==> src/rtl/alu_pkg.sv <==
// Shared definitions for the execute stage: opcodes, FSM encoding, flag layout
// and the flag packing helper used by the output registers.
package alu_pkg;

    typedef enum logic [2:0] {
        OP_ADD   = 3'b000,
        OP_SUB   = 3'b001,
        OP_AND   = 3'b010,
        OP_OR    = 3'b011,
        OP_XOR   = 3'b100,
        OP_SHL   = 3'b101,
        OP_MUL   = 3'b110,
        OP_PASSB = 3'b111
    } opcode_e;

    typedef enum logic [1:0] {
        ST_IDLE = 2'd0,
        ST_RUN  = 2'd1,
        ST_DONE = 2'd2
    } state_e;

    localparam int FLAG_N   = 2;
    localparam int FLAG_Z   = 1;
    localparam int FLAG_C   = 0;
    localparam int MUL_ITER = 8;

    function automatic logic [2:0] make_flags(input logic [7:0] res, input logic carry);
        logic [2:0] f;
        f         = 3'b000;
        f[FLAG_N] = res[7];
        f[FLAG_Z] = (res == 8'h00);
        f[FLAG_C] = carry;
        return f;
    endfunction

endpackage

==> src/rtl/alu_iter_unit.sv <==
// Iterative datapath for SHL (one bit per step) and 8x8 shift-add multiply.
// res_o/carry_o show the value after the step taken on the coming edge.
module alu_iter_unit
    import alu_pkg::*;
#(
    parameter int DATA_W = 8
) (
    input  logic              clk_i,
    input  logic              srst_i,
    input  logic              load_i,
    input  logic              step_i,
    input  logic              is_mul_i,
    input  logic [DATA_W-1:0] a_i,
    input  logic [DATA_W-1:0] b_i,
    output logic              last_o,
    output logic [DATA_W-1:0] res_o,
    output logic              carry_o
);

    logic [2*DATA_W-1:0] acc_q;
    logic [2*DATA_W-1:0] acc_d;
    logic [DATA_W-1:0]   mcand_q;
    logic [3:0]          cnt_q;
    logic [3:0]          target_q;
    logic                mul_q;
    logic [DATA_W:0]     sum_w;

    // MUL: multiplier sits in the low half and is consumed from bit 0 while the
    // partial product grows in the high half and shifts right each step.
    always_comb begin
        sum_w = {1'b0, acc_q[2*DATA_W-1:DATA_W]}
              + (acc_q[0] ? {1'b0, mcand_q} : {(DATA_W+1){1'b0}});
        if (mul_q) begin
            acc_d   = {sum_w, acc_q[DATA_W-1:1]};
            carry_o = |acc_d[2*DATA_W-1:DATA_W];
        end else begin
            acc_d   = {acc_q[2*DATA_W-1:DATA_W], acc_q[DATA_W-2:0], 1'b0};
            carry_o = acc_q[DATA_W-1];
        end
        res_o  = acc_d[DATA_W-1:0];
        last_o = (cnt_q == target_q - 4'd1);
    end

    always_ff @(posedge clk_i) begin
        if (srst_i) begin
            acc_q    <= '0;
            mcand_q  <= '0;
            cnt_q    <= '0;
            target_q <= '0;
            mul_q    <= 1'b0;
        end else if (load_i) begin
            acc_q    <= is_mul_i ? {{DATA_W{1'b0}}, b_i} : {{DATA_W{1'b0}}, a_i};
            mcand_q  <= a_i;
            cnt_q    <= '0;
            target_q <= is_mul_i ? 4'(MUL_ITER) : {1'b0, b_i[2:0]};
            mul_q    <= is_mul_i;
        end else if (step_i) begin
            acc_q <= acc_d;
            cnt_q <= cnt_q + 4'd1;
        end
    end

endmodule

==> src/rtl/alu_exec.sv <==
// Execute stage: accepts an op in IDLE, finishes single-cycle ops at once and
// hands SHL/MUL to the iterative unit, then pulses done/we for one cycle.
module alu_exec
    import alu_pkg::*;
#(
    parameter int DATA_W = 8
) (
    input  logic              clka,
    input  logic              reset_in,
    input  logic              start_in,
    input  logic [2:0]        op_in,
    input  logic [2:0]        rd_in,
    input  logic [DATA_W-1:0] a_in,
    input  logic [DATA_W-1:0] b_in,
    output logic              busy_out,
    output logic              done_out,
    output logic              we_reg_out,
    output logic [2:0]        rd_out,
    output logic [DATA_W-1:0] result_out,
    output logic [2:0]        flags_out
);

    state_e            state_q, state_d;
    logic [DATA_W-1:0] result_q, result_d;
    logic [2:0]        flags_q;
    logic [2:0]        rd_q, rd_d;
    logic [2:0]        rd_pend_q;
    logic              carry_d;
    logic              out_load;
    logic              iter_load;
    logic              iter_step;
    logic              is_mul;
    logic              needs_iter;
    logic              iter_last;
    logic [DATA_W-1:0] iter_res;
    logic              iter_carry;
    logic [DATA_W-1:0] sc_res;
    logic              sc_carry;
    logic [DATA_W:0]   wide_w;

    assign is_mul     = (op_in == OP_MUL);
    assign needs_iter = is_mul || ((op_in == OP_SHL) && (b_in[2:0] != 3'd0));

    // Single-cycle results; SHL here only covers the zero-count case.
    always_comb begin
        wide_w   = '0;
        sc_res   = '0;
        sc_carry = 1'b0;
        case (op_in)
            OP_ADD: begin
                wide_w   = {1'b0, a_in} + {1'b0, b_in};
                sc_res   = wide_w[DATA_W-1:0];
                sc_carry = wide_w[DATA_W];
            end
            OP_SUB: begin
                wide_w   = {1'b0, a_in} - {1'b0, b_in};
                sc_res   = wide_w[DATA_W-1:0];
                sc_carry = wide_w[DATA_W];
            end
            OP_AND:   sc_res = a_in & b_in;
            OP_OR:    sc_res = a_in | b_in;
            OP_XOR:   sc_res = a_in ^ b_in;
            OP_SHL:   sc_res = a_in;
            OP_PASSB: sc_res = b_in;
            default:  sc_res = '0;
        endcase
    end

    always_comb begin
        state_d   = state_q;
        iter_load = 1'b0;
        iter_step = 1'b0;
        out_load  = 1'b0;
        result_d  = result_q;
        carry_d   = 1'b0;
        rd_d      = rd_q;
        case (state_q)
            ST_IDLE: begin
                if (start_in) begin
                    if (needs_iter) begin
                        state_d   = ST_RUN;
                        iter_load = 1'b1;
                    end else begin
                        state_d  = ST_DONE;
                        out_load = 1'b1;
                        result_d = sc_res;
                        carry_d  = sc_carry;
                        rd_d     = rd_in;
                    end
                end
            end
            ST_RUN: begin
                iter_step = 1'b1;
                if (iter_last) begin
                    state_d  = ST_DONE;
                    out_load = 1'b1;
                    result_d = iter_res;
                    carry_d  = iter_carry;
                    rd_d     = rd_pend_q;
                end
            end
            ST_DONE: state_d = ST_IDLE;
            default: state_d = ST_IDLE;
        endcase
    end

    always_ff @(posedge clka) begin
        if (reset_in) begin
            state_q   <= ST_IDLE;
            result_q  <= '0;
            flags_q   <= '0;
            rd_q      <= '0;
            rd_pend_q <= '0;
        end else begin
            state_q <= state_d;
            if (iter_load) begin
                rd_pend_q <= rd_in;
            end
            if (out_load) begin
                result_q <= result_d;
                flags_q  <= make_flags(result_d, carry_d);
                rd_q     <= rd_d;
            end
        end
    end

    alu_iter_unit #(
        .DATA_W (DATA_W)
    ) u_iter (
        .clk_i    (clka),
        .srst_i   (reset_in),
        .load_i   (iter_load),
        .step_i   (iter_step),
        .is_mul_i (is_mul),
        .a_i      (a_in),
        .b_i      (b_in),
        .last_o   (iter_last),
        .res_o    (iter_res),
        .carry_o  (iter_carry)
    );

    assign busy_out   = (state_q != ST_IDLE);
    assign done_out   = (state_q == ST_DONE);
    assign we_reg_out = done_out;
    assign rd_out     = rd_q;
    assign result_out = result_q;
    assign flags_out  = flags_q;

endmodule

==> config.mk <==
export PLATFORM = sky130hd
export DESIGN_NAME = alu_exec
export DESIGN_NICKNAME = d
export VERILOG_FILES = /design/src/rtl/alu_pkg.sv /design/src/rtl/alu_iter_unit.sv /design/src/rtl/alu_exec.sv
export SDC_FILE = /design/constraint.sdc
export NUM_CORES = 1
export LEC_CHECK = 0
export ABC_AREA = 1
export CORE_ASPECT_RATIO = 0.75
export CORE_MARGIN = 2
export CORE_UTILIZATION = 45
export CTS_BUF_LIST = sky130_fd_sc_hd__clkbuf_16
export CTS_CLUSTER_DIAMETER = 120
export DETAILED_ROUTE_END_ITERATION = 6
export PLACE_DENSITY = 0.65
export SYNTH_ARGS = -nofsm -noshare
export SYNTH_HDL_FRONTEND = slang
export SYNTH_SLANG_ARGS = --single-unit
==> constraint.sdc <==
create_clock -name clka -period 2.8 [get_ports clka]
set_input_delay 0.28 -clock clka [delete_from_list [all_inputs] [get_ports clka]]
set_output_delay 0.28 -clock clka [all_outputs]
set_load 0.01 [all_outputs]
Word-level counts from Yosys, hierarchy flattened
Index checks and enable logic that the tools add are counted.
W data, S select, Z words.
- word-level logic and storage cells: 80
- input port bits: 25
- flip-flop bits (word level): 52
- $add $sub $neg: 5
- bitwise operators: 3
- mux-type cells: 33
- equality and inequality tests: 13
- reduce and logical (&&, ||, !) cells: 15
- operators by type and width (operator ; number):
    $pmux W8 S7 ; 1
    $mux W16 ; 3
    $mux W8 ; 5
    $pmux W8 S2 ; 1
    $eq A3 B3 Y1 const B ; 4
    $mux W1 ; 11
    $add A8 B8 Y9 ; 1
    $add A8 B9 Y9 ; 1
    $mux W3 ; 3
    $sub A8 B8 Y9 ; 1
    $and A8 B8 Y8 ; 1
    $logic_not A8 Y1 ; 1
    $or A8 B8 Y8 ; 1
    $reduce_bool A2 Y1 ; 4
    $reduce_or A8 Y1 ; 1
    $xor A8 B8 Y8 ; 1
    $eq A3 B2 Y1 const B ; 2
    $mux W2 ; 3
    $ne A2 B2 Y1 const B ; 3
    $pmux W1 S2 ; 3
    $pmux W3 S2 ; 1
    $reduce_and A5 Y1 ; 1
    $add A4 B1 Y4 const B ; 1
    $eq A4 B4 Y1 ; 1
    13 further kinds ; 14

Longest topological paths before layout
- word-level depth: 8
- depth in mapped cells: 17

Modules after synthesis
A second synthesis with hierarchy kept.
- cell total of the unflattened synthesis: 705
- area total of the unflattened synthesis: 4433.0 um^2
- by module, submodules not included (module ; instances ; area each (um^2) ; sequential area each (um^2) ; cells each):
    alu_exec ; 1 ; 2458.6 ; 360.3 ; 407
    alu_iter_unit ; 1 ; 1974.4 ; 640.6 ; 298

Least setup slack after synthesis
OpenSTA, ideal clock, no wires.
- path type: register -> register
- start: register u_iter.acc_q[0]
- end: register flags_q[0], in the netlist flags_out[0]
- setup slack: 547 ps
- library setup time: 117 ps
- arrival time: 2136 ps
- clock period less this slack: 2253 ps
- stages on the path, launching flop included: 14
- path through: dfxtp_1 -> clkbuf_1 -> nand2_1 -> inv_1 -> ha_1 -> inv_1 -> fa_1 -> o21ai_0 -> xor2_1 -> nand3_1 -> nor2_1 -> nand3_1 -> a21oi_1 -> nor2_1
- cells in the longest elaborated chain, start to end: 6
- RTL lines (what ; RTL line ; source):
    start, declared ; alu_iter_unit.sv:20 ; logic [2*DATA_W-1:0] acc_q;
    start signal, assigned ; alu_iter_unit.sv:52 ; acc_q <= is_mul_i ? {{DATA_W{1'b0}}, b_i} : {{DATA_W{1'b0}}, a_i};
    $mux W8 ; alu_iter_unit.sv:32 ; + (acc_q[0] ? {1'b0, mcand_q} : {(DATA_W+1){1'b0}});
    $add A8 B9 Y9 ; alu_iter_unit.sv:32 ;
    $reduce_or A8 Y1 ; alu_iter_unit.sv:35 ; carry_o = |acc_d[2*DATA_W-1:DATA_W];
    $mux W1 ; alu_iter_unit.sv:33 ; if (mul_q) begin
    $mux W1 ; alu_exec.sv:94 ; if (iter_last) begin
    $pmux W1 S2 ; alu_exec.sv:77 ; case (state_q)
    end signal, assigned ; alu_exec.sv:121 ; flags_q <= make_flags(result_d, carry_d);
    end, declared ; alu_exec.sv:25 ; logic [2:0] flags_q;
No other way between the ends.
A chain may end at the register's enable or synchronous reset.

Worst setup path in the final report
- start: register u_iter.mcand_q[0]
- end: register flags_q[0], in the netlist flags_out[0]
- cells in the longest elaborated chain, start to end: 6
- RTL lines (what ; RTL line ; source):
    start, declared ; alu_iter_unit.sv:22 ; logic [DATA_W-1:0] mcand_q;
    start signal, assigned ; alu_iter_unit.sv:53 ; mcand_q <= a_i;
    $mux W8 ; alu_iter_unit.sv:32 ;
    $add A8 B9 Y9 ; alu_iter_unit.sv:32 ;
    $reduce_or A8 Y1 ; alu_iter_unit.sv:35 ;
    $mux W1 ; alu_iter_unit.sv:33 ;
    $mux W1 ; alu_exec.sv:94 ;
    $pmux W1 S2 ; alu_exec.sv:77 ;
No other way between the ends.

==> impl_summary.txt <==
----------------------------------------------------
[Drt]
  Number of antenna-violating nets in the routed design ... 0
  Post-detailed-route DRC marker count ... 0
  DR WL/cell ... between 15 and 20 um
  Vias/cell ... between 5 and 6
  Count of vias placed by the detailed router ... between 4000 and 5000
  Wirelength, routed ... about 13 mm
  Pre-antenna DRT Iters ... 5
  Drt initial violations ... between 400 and 500

[Power]
  Total leakage power ... 2.27 nW
  VDD IR max ... approximately 0.25 mV
  Cell Pwr Density ... just under 400 mW/mm^2

[Worst setup path]
  CP max FO ... 3
  Cell Chain, Critical Path ... nand2_1 -> inv_1 -> ha_1 -> inv_1 -> fa_1 -> o21ai_0 -> xor2_1 -> nand3_1 -> nor2_1 -> nand3_1 -> a21oi_1 -> nor2_1
  Bufs and invs on worst path ... 2
  Maximum single-stage delay on the critical path ... roughly 0.47 ns
  Required time at the endpoint of the critical path ... approximately 3.0 ns
  Top Family by Delay on Critical Path ... adder cells
  Arrival time at the worst endpoint ... roughly 2.7 ns
  Critical Path Start Type ... flop
  Critical-path cell with the highest stage delay ... sky130_fd_sc_hd__fa_1
  Critical Path Sink Type ... flop
  Type of the worst setup path ... reg2reg

[STA]
  Final hold violation count ... 0
  Least-Margin Pin Slew ... around 0.52 ns
  Fmax ... slightly below 400 MHz
  Period utilization ... between 80% and 90%
  Final TNS setup ... 0 ns
  Max Clock Skew ... about 0.0037 ns
  Final-report setup violation count ... 0
  Worst relative slew slack ... about two thirds
  Final period demand of the worst path ... approximately 2.5 ns
  Unrepaired setup endpoints after global routing ... no
  Max-slew violations ... 0

[Floorplanning]
  Initial core utilization ... between 40% and 50%
  Chip width ... 116 um
  Full die area ... about 0.01 sq mm
  Chip height ... between 80 and 90 um
  Standard cell core area ... ~0.0091 sq mm
  I/O pin count ... 42
  Placement row count ... 30

[Clock tree]
  Clock tree from TritonCTS ... done
  Number of hold buffers added after CTS ... 0
  TritonCTS buffer count ... 5
  Post-CTS sizing ... 0
  Buffer count from post-CTS setup fixing ... 0
  Clk pin slew, worst setup/hold paths ... roughly 0.06 ns
  H-tree depth reported by CTS ... 2
  Bufs on Longest Clock Path ... 2
  Clock tree sinks ... 50
  Clk Tree Root Cell ... sky130_fd_sc_hd__clkbuf_16
  Clk Latency, worst-skew pair ... between 0.2 and 0.3 ns

[Synthesis]
  Proportion of synthesized flip-flops having asynchronous set or reset ... 0%
  Combined area of all synthesized cells ... between 0.004 and 0.005 sq mm
  Number of different library cells in the post-synthesis netlist ... 43
  Number of enable-type register cells in the synthesized netlist ... 0
  Syn nets ... between 700 and 800
  Number of warnings reported in the yosys synthesis log ... 0
  Flip-flop cell with the highest count after synthesis ... sky130_fd_sc_hd__dfxtp_1
  Syn Inst Count ... around 670
  Seq/Total Area, Yosys ... a little under a quarter
  Register bit total from synthesis ... 50
  Syn avg cell area ... roughly 6.3 sq um

[Cells and area]
  Commonest non-fill, non-tap cell in the layout ... sky130_fd_sc_hd__nand2_1
  Count of inserted antenna diode cells ... 0
  Synthesis-to-finish area growth ... 16.6%
  Share of layout cells above drive strength 1 ... about 8.3%
  Core Util, Final ... 54.3%
  Commonest cells after routing, fill and taps aside ... sky130_fd_sc_hd__nand2_1, sky130_fd_sc_hd__inv_1, sky130_fd_sc_hd__nor2_1, sky130_fd_sc_hd__a21oi_1, sky130_fd_sc_hd__dfxtp_1
  NumNets Final ... 774
  Final cell area excluding filler cells ... a little under 0.005 sq mm
  Filler cell count ... 950

[Status]
  Run status ... completed

[GRT]
  Global Route Usage Sum ... 26.4%
  Wire length of the first global-routing pass ... just over 20 mm
  Vias in the first global route ... between 3000 and 4000
  Largest net degree at the start of global routing ... 32
  Total congestion overflow ... 0
  Antenna violations before repair ... 0

[Place]
  Number of buffer cells added on primary ports ... around 40
  Placer's final routability congestion estimate ... around 0.96
  HPWL after detailed placement ... ~10 mm
  Instance area after placement ... 0.00481 sq mm

[Flow run]
  Number of max-cap violations ... 0

[Min path]
  Kind of path behind the tightest hold check ... reg2reg

----------------------------------------------------
==> path summary, 6_finish.rpt <==
path | startpoint | to | slack (ns) | cells past startpoint
hold reg to reg | rd_pend_q[1] | rd_pend_q[1] | 0.47 | 2
hold / removal | rd_pend_q[1] | rd_pend_q[1] | 0.47 | 2
setup reg to reg | u_iter.mcand_q[0] | flags_out[0] | 0.29 | 12
setup / recovery | u_iter.mcand_q[0] | flags_out[0] | 0.29 | 12
==> synthesized netlist by cell type, drive strengths merged, types with 3 or more instances <==
cell | n | area share, %
nand3 | 49 | 7.3
o21ai | 34 | 4.0
buf | 15 | 2.7
fa | 3 | 1.4
a31oi | 13 | 1.9
inv | 89 | 8.1
nand4 | 10 | 1.5
or2 | 6 | 0.89
clkbuf | 6 | 0.53
ha | 34 | 10
nand2 | 201 | 18
o211ai | 9 | 1.6
nor3 | 6 | 0.83
xor2 | 6 | 1.2
dfxtp | 50 | 24
nor2 | 66 | 6.3
xnor2 | 3 | 0.62
a21oi | 53 | 6.4
o32ai | 3 | 0.62
==> state kept, by name, summed over array words and instances, names as in the netlist <==
| signal | cells |
|---|---|
| u_iter.mul_q | 1 |
| result_out | 8 |
| rd_pend_q | 3 |
| u_iter.cnt_q | 4 |
| flags_out | 2 |
| u_iter.acc_q | 16 |
| rd_out | 3 |
| u_iter.mcand_q | 8 |
| state_q | 2 |
| u_iter.target_q | 3 |
==> kinds of logic after synthesis <==
logic type      after synthesis  share of synthesized area, %
fa+ha+maj                    37                          11.5
flops                        50                          23.7
buf+inv                     112                          11.4
simple gates                341                          35.7
compound gates              119                          15.8
xor+xnor                      9                          1.86
==> tightest hold or removal path, delay by kind of cell, from the launching register on <==
family / cells / cell delay [ns]
flops: 1 / 0.31
simple gates: 1 / 0.06
compound gates: 1 / 0.05
==> report_power, final <==
part	internal, mW	total, mW	switching (mW)
combinational	0.218	0.560	0.342
clock	0.318	0.572	0.254
sequential	0.748	0.782	0.0338
total	1.28	1.91	0.629
==> final cells by class <==
| cell class | count | area (sq um) | area share (%) |
|---|---|---|---|
| well taps | 128 | 160 | 3.24 |
| clock buffers | 5 | 125 | 2.53 |
| clock inverters | 1 | 3.75 | 0.0760 |
| repair buffers | 58 | 551 | 11.2 |
| multi-input cells | 506 | 2750 | 55.6 |
| flip-flops and latches | 50 | 1000 | 20.3 |
| inverters | 91 | 349 | 7.07 |
==> layer usage <==
layer	track usage, %	vias to the layer above	share of wire, %
li1	-	2257	-
met1	42.1	2060	51
met2	37.6	199	39
met3	4.43	11	9.0
met4	3.03	0	0.59
met5	0	-	0
==> stage by stage <==
step	total power, mW	hold WS, ns	instances	setup WS [ns]
after floorplan	1.14	0.396	668	0.547
after global placement	1.34	0.454	833	0.0960
after detailed placement	1.34	0.463	833	0.0926
after CTS	1.91	0.472	839	0.373
after global routing	2.02	0.494	839	0.0758
final	1.91	0.470	839	0.286
Note: power is estimated with default switching activity, not from simulation.
